`config.mk`:
```
export PLATFORM = sky130hd
export DESIGN_NAME = display_message_scanner
export DESIGN_NICKNAME = d
export VERILOG_FILES = /design/src/rtl/display_message_scanner.sv
export SDC_FILE = /design/constraint.sdc
export NUM_CORES = 1
export LEC_CHECK = 0
export ABC_AREA = 1
export BUFFER_PORTS_ARGS = -buffer_cell sky130_fd_sc_hd__buf_2
export CORE_AREA = 2 2 93 50
export DETAILED_ROUTE_END_ITERATION = 12
export DIE_AREA = 0 0 95 52
export SLEW_MARGIN = 20
export SYNTH_ARGS = -nofsm -noshare
export SYNTH_HDL_FRONTEND = slang
export SYNTH_SLANG_ARGS = --single-unit
```
`constraint.sdc`:
```
create_clock -name Clock -period 2.25 [get_ports Clock]
set_input_delay 0.45 -clock Clock [delete_from_list [all_inputs] [get_ports Clock]]
set_output_delay 0.45 -clock Clock [all_outputs]
set_load 0.01 [all_outputs]
```
`src/rtl/display_message_scanner.sv`:
```
// display_message_scanner: self-scanning 7-segment message selector with frame-atomic
// message latching, sticky error flag and optional error blinking.
module display_message_scanner #(
  parameter int NUM_DIGITS = 4,
  parameter int SCAN_DIV = 1000,
  parameter int BLINK_FRAMES = 64,
  parameter int CODE_W = 4,
  parameter logic [CODE_W-1:0] BLANK_CODE = 4'b1000
) (
  input  logic                  Clock,
  input  logic                  ResetN,
  input  logic                  Enable,
  input  logic                  Livre,
  input  logic                  Pare,
  input  logic                  Erro,
  input  logic                  Full,
  input  logic                  ErroAck,
  input  logic                  BlinkEn,
  output logic [CODE_W-1:0]     Output,
  output logic [NUM_DIGITS-1:0] DigitSel,
  output logic                  FrameStart,
  output logic                  ErroLatched
);
  typedef enum logic [2:0] {NONE, FREE, PARE, ERRO, FULL} msg_t;
  localparam int PW = $clog2(SCAN_DIV);
  localparam int IW = $clog2(NUM_DIGITS);
  localparam int BW = BLINK_FRAMES > 1 ? $clog2(BLINK_FRAMES) : 1;
  logic [PW-1:0] presc;
  logic [IW-1:0] idx;
  logic [BW-1:0] bcnt;
  logic phase, slot_end, frame_end, blank, blink_wrap;
  msg_t msg, sel;
  logic [15:0] row;
  logic [CODE_W-1:0] code;
  always_comb begin
    slot_end = Enable && presc == PW'(SCAN_DIV - 1);
    frame_end = slot_end && idx == IW'(NUM_DIGITS - 1);
    blink_wrap = bcnt == BW'(BLINK_FRAMES - 1);
    sel = Livre ? FREE : Pare ? PARE : (Erro || ErroLatched) ? ERRO : Full ? FULL : NONE;
    // four 4-bit character codes per message, digit 0 in the low nibble
    row = msg == FREE ? 16'h2210 : msg == PARE ? 16'h2143 : msg == ERRO ? 16'h5112 : 16'h7760;
    code = (msg == NONE || int'(idx) > 3) ? BLANK_CODE : CODE_W'(row[{idx[1:0], 2'b00} +: 4]);
    blank = BlinkEn && msg == ERRO && phase;
  end
  always_ff @(posedge Clock or negedge ResetN) begin
    if (!ResetN) begin
      presc <= '0;
      idx <= '0;
      msg <= NONE;
      bcnt <= '0;
      phase <= 1'b0;
      Output <= BLANK_CODE;
      DigitSel <= '1;
      FrameStart <= 1'b0;
    end else begin
      FrameStart <= frame_end;
      if (Enable) begin
        presc <= slot_end ? '0 : presc + 1'b1;
        if (slot_end) idx <= frame_end ? '0 : idx + 1'b1;
        if (frame_end) begin
          msg <= sel;
          bcnt <= blink_wrap ? '0 : bcnt + 1'b1;
          phase <= blink_wrap ? ~phase : phase;
        end
        Output <= blank ? BLANK_CODE : code;
        DigitSel <= blank ? '1 : ~(NUM_DIGITS'(1) << idx);
      end
    end
  end
  // the sticky flag tracks Erro even while the scan is frozen
  always_ff @(posedge Clock or negedge ResetN) begin
    if (!ResetN) ErroLatched <= 1'b0;
    else ErroLatched <= Erro ? 1'b1 : ErroAck ? 1'b0 : ErroLatched;
  end
endmodule
```
==> results_tabular.tex, run 1 <==
\begin{tabular}{lr}
\hline
Metric & Value \\
\hline
\multicolumn{2}{l}{\textbf{Critical path}} \\
Worst Setup End Kind & flip-flop \\
CP cell instances & ha\_1 -> nand2\_1 -> nor2\_2 -> nand4\_4 -> clkinv\_2 -> nand2\_1 -> nand2\_1 -> nand2\_1 \\
Cell seen most often among critical-path stages & nand2\_1 \\
Critical path peak fanout & 8 \\
Minimum setup slack among reg-to-reg paths & 650 ps \\
Startpoint of the worst register-to-register path & presc[0] \\
Startpoint Class & flip-flop \\
Required time at the endpoint of the critical path & 2430 ps \\
Crit-path max cell delay & 440 ps \\
CP Launch Point & presc[0] \\
CP delay by family, top & simple AND/OR/NAND/NOR gates \\
Critical path class & flip-flop to flip-flop \\
Slowest library cell on the worst path & dfrtp\_1 \\
WP data arrival & 1770 ps \\
Buffering stage count on the worst path with inverters included & 1 \\
\multicolumn{2}{l}{\textbf{Synthesis}} \\
Top-area cell type share of the netlist area & 37.9\% \\
Post-synth top area cell & dfrtp\_1 \\
Most frequent cells after synthesis & nand2\_1, nor2\_1, dfrtp\_1, inv\_1, nand3\_1 \\
Syn. warnings & 0 \\
Post-Synthesis Mean Instance Area & 7.76 um2 \\
Post-synth net total & 245 \\
Mapped Cells & 230 \\
Sequential area share after synthesis & 45.2\% \\
Share of async-settable or async-resettable flops after synthesis & 100\% \\
Cell Area, Synth & 0.00178 mm2 \\
Number of storage elements in the synthesis netlist & 32 \\
Primary FF master, synth & dfrtp\_1 \\
Synth cell types & 28 \\
Number of synthesized flops with an enable pin & 0 \\
Cell with the most instances after synthesis & nand2\_1 \\
Leading post-synthesis cells by cell area & dfrtp\_1, nand2\_1, dfstp\_2 \\
\multicolumn{2}{l}{\textbf{Final layout}} \\
Nets@finish & 268 \\
Antenna cells & 0 \\
Fillers & 419 \\
Post-route cell area & 0.00203 mm2 \\
Layout cell share with drive strength beyond 1 & 17.3\% \\
Fin util & 48.4\% \\
Area growth from synthesis to layout & 13.7\% \\
\multicolumn{2}{l}{\textbf{GRT}} \\
Wire length of the first global-routing pass & 6490 um \\
Antenna violations before repair & 0 \\
GRT Overall Usage & 17.7\% \\
Vias in the first global route & 1323 \\
Pin count of the biggest net entering global routing & 33 \\
Total grt overflow & 0 \\
\multicolumn{2}{l}{\textbf{Power}} \\
Switching power share of the total & 33.2\% \\
Part of the power in combinational logic & 18.5\% \\
Clock share of power & 31.2\% \\
Switching power of the nets & 0.493 mW \\
Cell Int Power & 0.992 mW \\
Cell Pwr Density & 733 mW/mm2 \\
Power share of the sequential group & 50.4\% \\
Leak & 1.02 nW \\
Max IR drop VDD & 0.258 mV \\
\multicolumn{2}{l}{\textbf{Clock network}} \\
Post-CTS sizing & 0 \\
Clk Tree Root Cell & clkbuf\_8 \\
H-tree depth reported by CTS & 2 \\
Clock tree from TritonCTS & yes \\
Count of hold buffers inserted by post-cts repair & 0 \\
\# Post-CTS Setup Buffers & 0 \\
Clk sink count & 32 \\
Clock latency of the later-clocked register in the worst-skew pair & 280 ps \\
Number of buffers inserted during clock tree synthesis & 5 \\
Clock transition at the register clock pins on the worst setup and hold paths after CTS & 70 ps \\
Clock buffer depth & 2 \\
\multicolumn{2}{l}{\textbf{STA}} \\
Crit path time final & 1600 ps \\
Transition at the pin with the smallest max-transition slack & 701 ps \\
Final worst-path setup slack & 653 ps \\
Period utilization & 71.0\% \\
Clk\_skew & 3.47 ps \\
Normalized max-slew margin & 53.2\% \\
Setup\_tns & 0 ps \\
Unrepaired setup endpoints after global routing & false \\
Max Clk Rate & 626 MHz \\
Final Max Tran Viols & 0 \\
Hold Violations, Final & 0 \\
Endpoints failing setup & 0 \\
\multicolumn{2}{l}{\textbf{Floorplanning}} \\
Site row count & 17 \\
Die boundary width & 95 um \\
Die Height & 52 um \\
Initial Util & 42.6\% \\
Std-Cell Core Area & 0.00419 mm2 \\
Die outline area & 0.00494 mm2 \\
Number of placed I/O pins & 19 \\
\multicolumn{2}{l}{\textbf{Detailed routing}} \\
Final WL & 3730 um \\
First DRT Iteration DRCs & 105 \\
Number of vias per cell & 4.87 \\
DRC violation count after routing & 0 \\
Remaining number of nets flagged by the antenna check after routing & 0 \\
Vias post-DR & 1515 \\
First-pass iteration count of the detailed router & 4 \\
Wirelength per Cell & 12.0 um \\
\multicolumn{2}{l}{\textbf{Place}} \\
Routability cong. & 0.875 \\
HPWL Detailed & 2770 um \\
Worst setup timing slack at the placement stage & 601 ps \\
Count of input and output buffers & 18 \\
Placed inst area & 0.00194 mm2 \\
\multicolumn{2}{l}{\textbf{Min path}} \\
Worst Hold Class & primary input to async pin \\
\multicolumn{2}{l}{\textbf{Run status}} \\
Result of the run & complete, no violations \\
\multicolumn{2}{l}{\textbf{Run}} \\
MaxCap Viol Count & 0 \\
\hline
\end{tabular}
placed cells by master, fill, tap and decap left out, types with 6 or more instances in the layout:
| cell | Yosys | layout |
|---|---|---|
| nor2_1 | 30 | 30 |
| ha_1 | 6 | 6 |
| o21ai_0 | 12 | 12 |
| inv_1 | 26 | 26 |
| buf_2 | 2 | 18 |
| nand3_1 | 17 | 17 |
| nand2_1 | 61 | 61 |
| clkbuf_8 | 0 | 6 |
| dfrtp_1 | 27 | 27 |
| a21oi_1 | 11 | 11 |
path summary, 6_finish.rpt:
kind / endpoint / cells after the start
hold reg to reg: Output[0] / 2
max in group asynchronous: idx[0] / 1
min in group Clock: ErroLatched / 2
hold / removal: presc[9] / 1
setup reg to reg: phase / 8
setup / recovery: phase / 8
worst reg2reg max path: stages, from the launching register on:
cell and delay [ps]:
dfrtp_1 440, ha_1 220, nand2_1 150, nor2_2 200, nand4_4 180, clkinv_2 140
nand2_1 60, nand2_1 60, nand2_1 40
state kept, by name (all words and copies together), names as in the netlist:
signal	flops
msg	3
presc	10
FrameStart	1
idx	2
DigitSel	4
ErroLatched	1
Output	4
bcnt	6
phase	1
per-stage QoR:
step                power (mW)  hold WS (ps)  cells
floorplan                0.951           154    230
global placement          1.03           476    303
finish                    1.49           213    311
global route              1.59           289    311
CTS                       1.50           242    311
detailed placement        1.03           464    303
cell families after synthesis:
| group | share of synthesized area (%) |
|---|---|
| AO/OA/AOI/OAI | 9.47 |
| XOR/XNOR | 0.491 |
| adder cells (fa/ha/maj) | 4.21 |
| buffers and inverters | 6.73 |
| flip-flops | 45.2 |
| AND/OR/NAND/NOR | 33.9 |
layout make-up:
type | instances | area [um2] | share of cell area (%)
Multi-Input combinational cell | 167 | 857 | 42.3
Sequential cell | 32 | 807 | 39.8
Tap cell | 57 | 71.3 | 3.52
Clock buffer | 6 | 82.6 | 4.07
Clock inverter | 2 | 10.0 | 0.494
Inverter | 29 | 110 | 5.43
Timing Repair Buffer | 18 | 90.1 | 4.44
power by group through the flow:
| stage | logic [mW] | registers, mW | clock network (mW) |
|---|---|---|---|
| final | 0.275 | 0.748 | 0.463 |
| after global routing | 0.319 | 0.764 | 0.507 |
| after CTS | 0.274 | 0.746 | 0.480 |
| after detailed placement | 0.271 | 0.756 | 0 |
| after global placement | 0.273 | 0.757 | 0 |
| after floorplan | 0.231 | 0.720 | 0 |
layer usage:
metal  share of wire [%]  track usage, %  vias up  wire length [um]
met5                   0               0        -                 0
met4                0.97            5.07        0                36
met3                 5.9            5.22        4               219
met2                  32            20.8       41              1200
met1                  61            29.3      676              2280
li1                    -               -      794                 -
No activity file was read; power rests on OpenSTA's default activity.
==> run 2: changes to the inputs <==
--- a/config.mk
+++ b/config.mk
@@ -5,11 +5,11 @@
 export SDC_FILE = /design/constraint.sdc
 export NUM_CORES = 1
 export LEC_CHECK = 0
-export ABC_AREA = 1
+export ABC_AREA = 0
 export BUFFER_PORTS_ARGS = -buffer_cell sky130_fd_sc_hd__buf_2
-export CORE_AREA = 2 2 93 50
+export CORE_AREA = 2 2 88 48
 export DETAILED_ROUTE_END_ITERATION = 12
-export DIE_AREA = 0 0 95 52
+export DIE_AREA = 0 0 90 50
 export SLEW_MARGIN = 20
 export SYNTH_ARGS = -nofsm -noshare
 export SYNTH_HDL_FRONTEND = slang
==> constraint.sdc (replaced) <==
create_clock -name Clock -period 1.3 [get_ports Clock]
set_input_delay 0.26 -clock Clock [delete_from_list [all_inputs] [get_ports Clock]]
set_output_delay 0.26 -clock Clock [all_outputs]
set_load 0.01 [all_outputs]
==> results_tabular.tex, run 2 <==
\begin{tabular}{lr}
\hline
Metric & Value \\
\hline
\multicolumn{2}{l}{\textbf{STA}} \\
Unrepaired setup endpoints after global routing & true \\
Hold Violations, Final & 0 \\
Normalized max-slew margin & 72.1\% \\
Transition at the pin with the smallest max-transition slack & 418 ps \\
Endpoints failing setup & 22 \\
Max Clk Rate & 611 MHz \\
Crit path time final & 1640 ps \\
Clk\_skew & 4.80 ps \\
Final worst-path setup slack & -336 ps \\
Final Max Tran Viols & 0 \\
Period utilization & 126\% \\
\multicolumn{2}{l}{\textbf{Final layout}} \\
Flip-flop count of the largest register, all copies and words added & 10 \\
Commonest cells after routing, fill and taps aside & buf\_4, dfrtp\_1, buf\_2 \\
Final non-filler cell total & 274 \\
Layout cell share with drive strength beyond 1 & 38.6\% \\
Registers with the most flip-flops & presc x10, bcnt x6 \\
Nets@finish & 234 \\
Leading cell type in the layout, fill and taps excluded & buf\_4 \\
Antenna cells & 0 \\
Area growth from synthesis to layout & 39.1\% \\
Fillers & 332 \\
Largest register by flop count & presc \\
\multicolumn{2}{l}{\textbf{Synthesis}} \\
Mapped Cells & 164 \\
Multiplexer share of the synthesized area & 0.708\% \\
Basic-gate share of the synthesized area counting and, or, nand and nor cells & 19.7\% \\
Top-area cell type share of the netlist area & 42.5\% \\
Sequential area share after synthesis & 50.7\% \\
Post-Synthesis Mean Instance Area & 9.70 um2 \\
Cell Area, Synth & 0.00159 mm2 \\
Post-synth top area cell & dfrtp\_1 \\
Number of storage elements in the synthesis netlist & 32 \\
Largest family of logic cells by synthesized area & simple AND/OR/NAND/NOR gates \\
Compound-Gate Fraction of Synth Area & 15.7\% \\
Primary FF master, synth & dfrtp\_1 \\
XOR/XNOR share of the synthesized area & 3.85\% \\
Syn. warnings & 0 \\
Cell with the most instances after synthesis & dfrtp\_1 \\
Most frequent cells after synthesis & dfrtp\_1, nand2\_1, o21ai\_0, inv\_1, nor2\_1 \\
Synth cell types & 41 \\
Leading post-synthesis cells by cell area & dfrtp\_1, dfstp\_2, ha\_1 \\
Share of async-settable or async-resettable flops after synthesis & 100\% \\
Post-synth net total & 179 \\
Post-synthesis adder-cell area fraction & 4.72\% \\
Number of synthesized flops with an enable pin & 0 \\
\multicolumn{2}{l}{\textbf{Min path}} \\
Cell depth of the worst min-delay path & 2 \\
Worst Hold Class & primary input to flip-flop \\
End of the worst hold path & ErroLatched \\
Startpoint of the tightest hold check path & Erro \\
\multicolumn{2}{l}{\textbf{Detailed routing}} \\
First DRT Iteration DRCs & 75 \\
DRC violation count after routing & 0 \\
Remaining number of nets flagged by the antenna check after routing & 0 \\
First-pass iteration count of the detailed router & 4 \\
Wirelength per Cell & 13.4 um \\
Vias post-DR & 1386 \\
Final WL & 3680 um \\
Number of vias per cell & 5.06 \\
\multicolumn{2}{l}{\textbf{Critical path}} \\
Crit-path max cell delay & 590 ps \\
Critical path peak fanout & 6 \\
Reg2Reg Depth & 4 \\
Required time at the endpoint of the critical path & 1520 ps \\
CP cell instances & nand4bb\_1 -> or4\_4 -> or3\_1 -> o21ai\_1 \\
Minimum setup slack among reg-to-reg paths & -340 ps \\
Startpoint of the worst register-to-register path & presc[4] \\
Critical path class & flip-flop to flip-flop \\
Slowest library cell on the worst path & or4\_4 \\
Startpoint Class & flip-flop \\
Worst Setup End Kind & flip-flop \\
Endpoint of the most critical register-to-register path & bcnt[5] \\
WP data arrival & 1860 ps \\
\multicolumn{2}{l}{\textbf{Floorplanning}} \\
Site row count & 16 \\
Number of placed I/O pins & 19 \\
Die boundary width & 90 um \\
Die outline area & 0.00450 mm2 \\
Die Height & 50 um \\
Std-Cell Core Area & 0.00372 mm2 \\
Initial Util & 42.7\% \\
\multicolumn{2}{l}{\textbf{Clock network}} \\
Clk sink count & 32 \\
Clock buffer depth & 2 \\
Clk Tree Root Cell & clkbuf\_8 \\
Number of buffers inserted during clock tree synthesis & 5 \\
Clock latency of the later-clocked register in the worst-skew pair & 290 ps \\
H-tree depth reported by CTS & 2 \\
Clock transition at the register clock pins on the worst setup and hold paths after CTS & 70 ps \\
Clock tree from TritonCTS & yes \\
\multicolumn{2}{l}{\textbf{Run}} \\
MaxCap Viol Count & 0 \\
\multicolumn{2}{l}{\textbf{Power}} \\
Part of the power in combinational logic & 23.3\% \\
Total power after layout & 2.96 mW \\
Switching power of the nets & 0.783 mW \\
Power share of the sequential group & 41.0\% \\
Clock share of power & 35.7\% \\
Cell Int Power & 2.17 mW \\
Max IR drop VDD & 0.666 mV \\
Cell Pwr Density & 1340 mW/mm2 \\
Leak & 1.06 nW \\
Switching power share of the total & 26.5\% \\
\multicolumn{2}{l}{\textbf{GRT}} \\
GRT Overall Usage & 18.5\% \\
Pin count of the biggest net entering global routing & 33 \\
Wire length of the first global-routing pass & 6330 um \\
Antenna violations before repair & 0 \\
Vias in the first global route & 1330 \\
Total grt overflow & 0 \\
\multicolumn{2}{l}{\textbf{Run status}} \\
Result of the run & finished, violations left \\
Violated checks & setup timing \\
\multicolumn{2}{l}{\textbf{Place}} \\
Count of input and output buffers & 18 \\
Routability cong. & 0.795 \\
HPWL Detailed & 2570 um \\
Number of placed instances, taps included & 260 \\
\hline
\end{tabular}
==> run 2: per-stage QoR <==
step	utilization (%)	hold slack [ps]	setup TNS (ps)	cell area, um2	setup WS (ps)
finish	59.4	182	-4640	2210	-336
detailed placement	52.4	311	-5500	1950	-382
global placement	52.4	299	-4930	1950	-342
CTS	58.6	168	-4330	2180	-325
global route	59.4	180	-6290	2210	-388
floorplan	-	-35.6	-4340	1610	-443
==> run 2: repair_timing <==
item | CTS | global route
gates resized for setup | 16 | 10
hold buffers | 1 | 0
setup buffers | 4 | 0
pin swaps | 7 | 4
endpoints found under the setup margin | 22 | 23
cloned | 1 | 0
endpoints found under the hold margin | 27 | 0
==> run 2: layout make-up <==
| cell class | instances | area, um2 | share of cell area (%) |
|---|---|---|---|
| Clock buffer | 7 | 96.3 | 4.35 |
| Clock inverter | 1 | 30.0 | 1.36 |
| Inverter | 13 | 48.8 | 2.20 |
| Multi-Input combinational cell | 114 | 793 | 35.8 |
| Sequential cell | 32 | 807 | 36.5 |
| Tap cell | 54 | 67.6 | 3.05 |
| Timing Repair Buffer | 53 | 370 | 16.7 |
==> run 2: routing by layer <==
| metal | vias to the layer above | track usage (%) | part of all wire, % |
|---|---|---|---|
| met1 | 653 | 24.4 | 51 |
| met2 | 45 | 28.2 | 41 |
| li1 | 681 | - | - |
| met3 | 7 | 7.34 | 6.6 |
| met5 | - | 0 | 0 |
| met4 | 0 | 5.64 | 1.2 |
==> run 2: worst max path at each step <==
stage	from	endpoint	slack, ps	cells past startpoint
after floorplan	presc[0]	bcnt[5]	-440	6
after global placement	presc[4]	presc[0]	-340	6
after detailed placement	presc[1]	bcnt[5]	-380	5
after CTS	presc[3]	bcnt[5]	-320	4
after global routing	presc[3]	bcnt[5]	-390	4
final	presc[4]	bcnt[5]	-340	4
==> run 2: cell families (layout without fill, tap and decap cells) <==
logic type	Yosys count	in the layout
AOI/OAI and AO/OA	42	42
xor gates and xnor gates	7	7
adders and majority gates	6	6
buffers and inverters	18	74
DFF	32	32
muxes	1	1
and+or+nand+nor	58	58
==> run 2: power groups by stage <==
stage          registers [mW]  clock network, mW  logic (mW)
5_1_grt                  1.24               1.14       0.768
3_3_place_gp             1.21                  0       0.600
3_5_place_dp             1.22                  0       0.628
6_report                 1.21               1.06       0.688
2_1_floorplan            1.26                  0       0.284
4_1_cts                  1.21               1.09       0.680
==> run 2: critical path: cells and delay by family (launching register included) <==
family             cells  cell delay, ps
DFF                    1             370
and+or+nand+nor        3            1120
AOI/OAI and AO/OA      1              80
==> run 3: changes to the inputs <==
--- a/config.mk
+++ b/config.mk
@@ -7,9 +7,10 @@
 export LEC_CHECK = 0
 export ABC_AREA = 0
 export BUFFER_PORTS_ARGS = -buffer_cell sky130_fd_sc_hd__buf_2
-export CORE_AREA = 2 2 88 48
+export CORE_AREA = 2 2 83 45
 export DETAILED_ROUTE_END_ITERATION = 12
-export DIE_AREA = 0 0 90 50
+export DIE_AREA = 0 0 85 47
+export PLACE_DENSITY = 0.72
 export SLEW_MARGIN = 20
 export SYNTH_ARGS = -nofsm -noshare
 export SYNTH_HDL_FRONTEND = slang
==> results_tabular.tex, run 3 (synthesis gave the netlist of run 2 again) <==
\begin{tabular}{lr}
\hline
Metric & Value \\
\hline
\multicolumn{2}{l}{\textbf{Run status}} \\
Result of the run & finished, violations left \\
Violated checks & setup timing \\
\multicolumn{2}{l}{\textbf{Clock network}} \\
Clock latency of the later-clocked register in the worst-skew pair & 280 ps \\
Clk Tree Root Cell & clkbuf\_8 \\
Clock transition at the register clock pins on the worst setup and hold paths after CTS & 60 ps \\
H-tree depth reported by CTS & 2 \\
Number of buffers inserted during clock tree synthesis & 5 \\
Clock buffer depth & 2 \\
Clk sink count & 32 \\
Clock tree from TritonCTS & yes \\
\multicolumn{2}{l}{\textbf{STA}} \\
Setup\_tns & -4940 ps \\
Period utilization & 126\% \\
Max Clk Rate & 611 MHz \\
Unrepaired setup endpoints after global routing & true \\
Clk\_skew & 4.47 ps \\
Endpoints failing setup & 22 \\
Hold Violations, Final & 0 \\
Crit path time final & 1640 ps \\
Min Hold Slack & 186 ps \\
Normalized max-slew margin & 74.2\% \\
Final Max Tran Viols & 0 \\
Final worst-path setup slack & -337 ps \\
Transition at the pin with the smallest max-transition slack & 386 ps \\
\multicolumn{2}{l}{\textbf{Critical path}} \\
Critical path class & flip-flop to flip-flop \\
Reg2Reg Depth & 4 \\
Buffering stage count on the worst path with inverters included & 0 \\
Crit-path max cell delay & 590 ps \\
Endpoint of the most critical register-to-register path & bcnt[5] \\
CP delay by family, top & simple AND/OR/NAND/NOR gates \\
Critical path peak fanout & 6 \\
WP data arrival & 1840 ps \\
Startpoint Class & flip-flop \\
CP cell instances & nand4bb\_1 -> or4\_4 -> or3\_1 -> o21ai\_1 \\
Slowest library cell on the worst path & or4\_4 \\
Worst Setup End Kind & flip-flop \\
Required time at the endpoint of the critical path & 1510 ps \\
Minimum setup slack among reg-to-reg paths & -340 ps \\
Startpoint of the worst register-to-register path & presc[4] \\
\multicolumn{2}{l}{\textbf{Place}} \\
Routability cong. & 0.759 \\
Count of input and output buffers & 18 \\
HPWL Detailed & 2570 um \\
Worst setup timing slack at the placement stage & -371 ps \\
Number of placed instances, taps included & 248 \\
\multicolumn{2}{l}{\textbf{Floorplanning}} \\
Die outline area & 0.00400 mm2 \\
Die boundary width & 85 um \\
Die Height & 47 um \\
Std-Cell Core Area & 0.00328 mm2 \\
Number of placed I/O pins & 19 \\
Initial Util & 48.5\% \\
Site row count & 15 \\
\multicolumn{2}{l}{\textbf{Detailed routing}} \\
Number of vias per cell & 5.24 \\
DRC violation count after routing & 0 \\
First DRT Iteration DRCs & 67 \\
Remaining number of nets flagged by the antenna check after routing & 0 \\
Wirelength per Cell & 13.7 um \\
Final WL & 3580 um \\
First-pass iteration count of the detailed router & 4 \\
Vias post-DR & 1373 \\
\multicolumn{2}{l}{\textbf{GRT}} \\
Pin count of the biggest net entering global routing & 30 \\
GRT Overall Usage & 19.1\% \\
Antenna violations before repair & 0 \\
Total grt overflow & 0 \\
Wire length of the first global-routing pass & 5690 um \\
Vias in the first global route & 1268 \\
\multicolumn{2}{l}{\textbf{Final layout}} \\
Flip-flop count of the largest register, all copies and words added & 10 \\
Registers with the most flip-flops & presc x10, bcnt x6 \\
Area growth from synthesis to layout & 36.5\% \\
Layout cell share with drive strength beyond 1 & 35.9\% \\
Commonest cells after routing, fill and taps aside & dfrtp\_1, buf\_4, buf\_2 \\
Largest register by flop count & presc \\
Antenna cells & 0 \\
Fillers & 255 \\
Nets@finish & 234 \\
Final non-filler cell total & 262 \\
\multicolumn{2}{l}{\textbf{Min path}} \\
Cell depth of the worst min-delay path & 2 \\
End of the worst hold path & msg[1] \\
Startpoint of the tightest hold check path & Livre \\
Worst Hold Class & primary input to flip-flop \\
\multicolumn{2}{l}{\textbf{Power}} \\
Max IR drop VDD & 0.681 mV \\
Cell Pwr Density & 1300 mW/mm2 \\
Leak & 1.05 nW \\
Total power after layout & 2.83 mW \\
\multicolumn{2}{l}{\textbf{Run}} \\
MaxCap Viol Count & 0 \\
\hline
\end{tabular}
run 3: cell types whose count changed in the layout (fill, tap and decap cells not counted), moves of 2 or more:
cell	delta
buf_4	-3
nor2_1	+2
nor2_2	-2
o21ai_0	+2
o21ai_2	-3
run 3: worst max-delay path by stage:
stage	start	end	slack, ps	cells after the start
2_1_floorplan	presc[0]	bcnt[5]	-440	6
3_3_place_gp	presc[1]	bcnt[5]	-320	5
3_5_place_dp	presc[0]	bcnt[5]	-370	5
4_1_cts	presc[4]	bcnt[5]	-340	4
5_1_grt	presc[4]	bcnt[5]	-400	4
6_report	presc[4]	bcnt[5]	-340	4
run 3: repair_timing:
action | CTS | global route
endpoints found under the hold margin | 27 | 0
resized for setup | 4 | 15
hold buffers | 1 | 0
pin swaps | 3 | 4
buffers inserted | 2 | 2
setup endpoints to repair | 22 | 22
gates cloned | 0 | 1
run 3: area by class of cell:
type                            count  area, um2  area share [%]
Sequential cell                    32        807            37.2
Multi-Input combinational cell    114        779            35.9
Inverter                           13       48.8            2.25
Timing Repair Buffer               53        384            17.7
Clock buffer                        8        100            4.61
Tap cell                           42       52.6            2.42
run 3: report_power, final:
group	internal, mW	switching (mW)	leakage [nW]
sequential	1.12	0.103	0.379
clock	0.483	0.349	0.0515
combinational	0.440	0.335	0.624
run 3: routing by layer:
| metal | global-route usage (%) | part of all wire (%) | vias up |
|---|---|---|---|
| li1 | - | - | 683 |
| met1 | 24.2 | 49 | 664 |
| met2 | 32.7 | 47 | 24 |
| met3 | 6.50 | 4.3 | 2 |
| met4 | 4.76 | 0.22 | 0 |
| met5 | 0 | 0 | - |
run 3: through the flow:
step                      utilization (%)  area (um2)
after floorplan                         -        1610
after global placement               59.4        1950
after detailed placement             59.4        1950
after CTS                            63.8        2100
after global routing                 66.1        2170
final                                66.1        2170
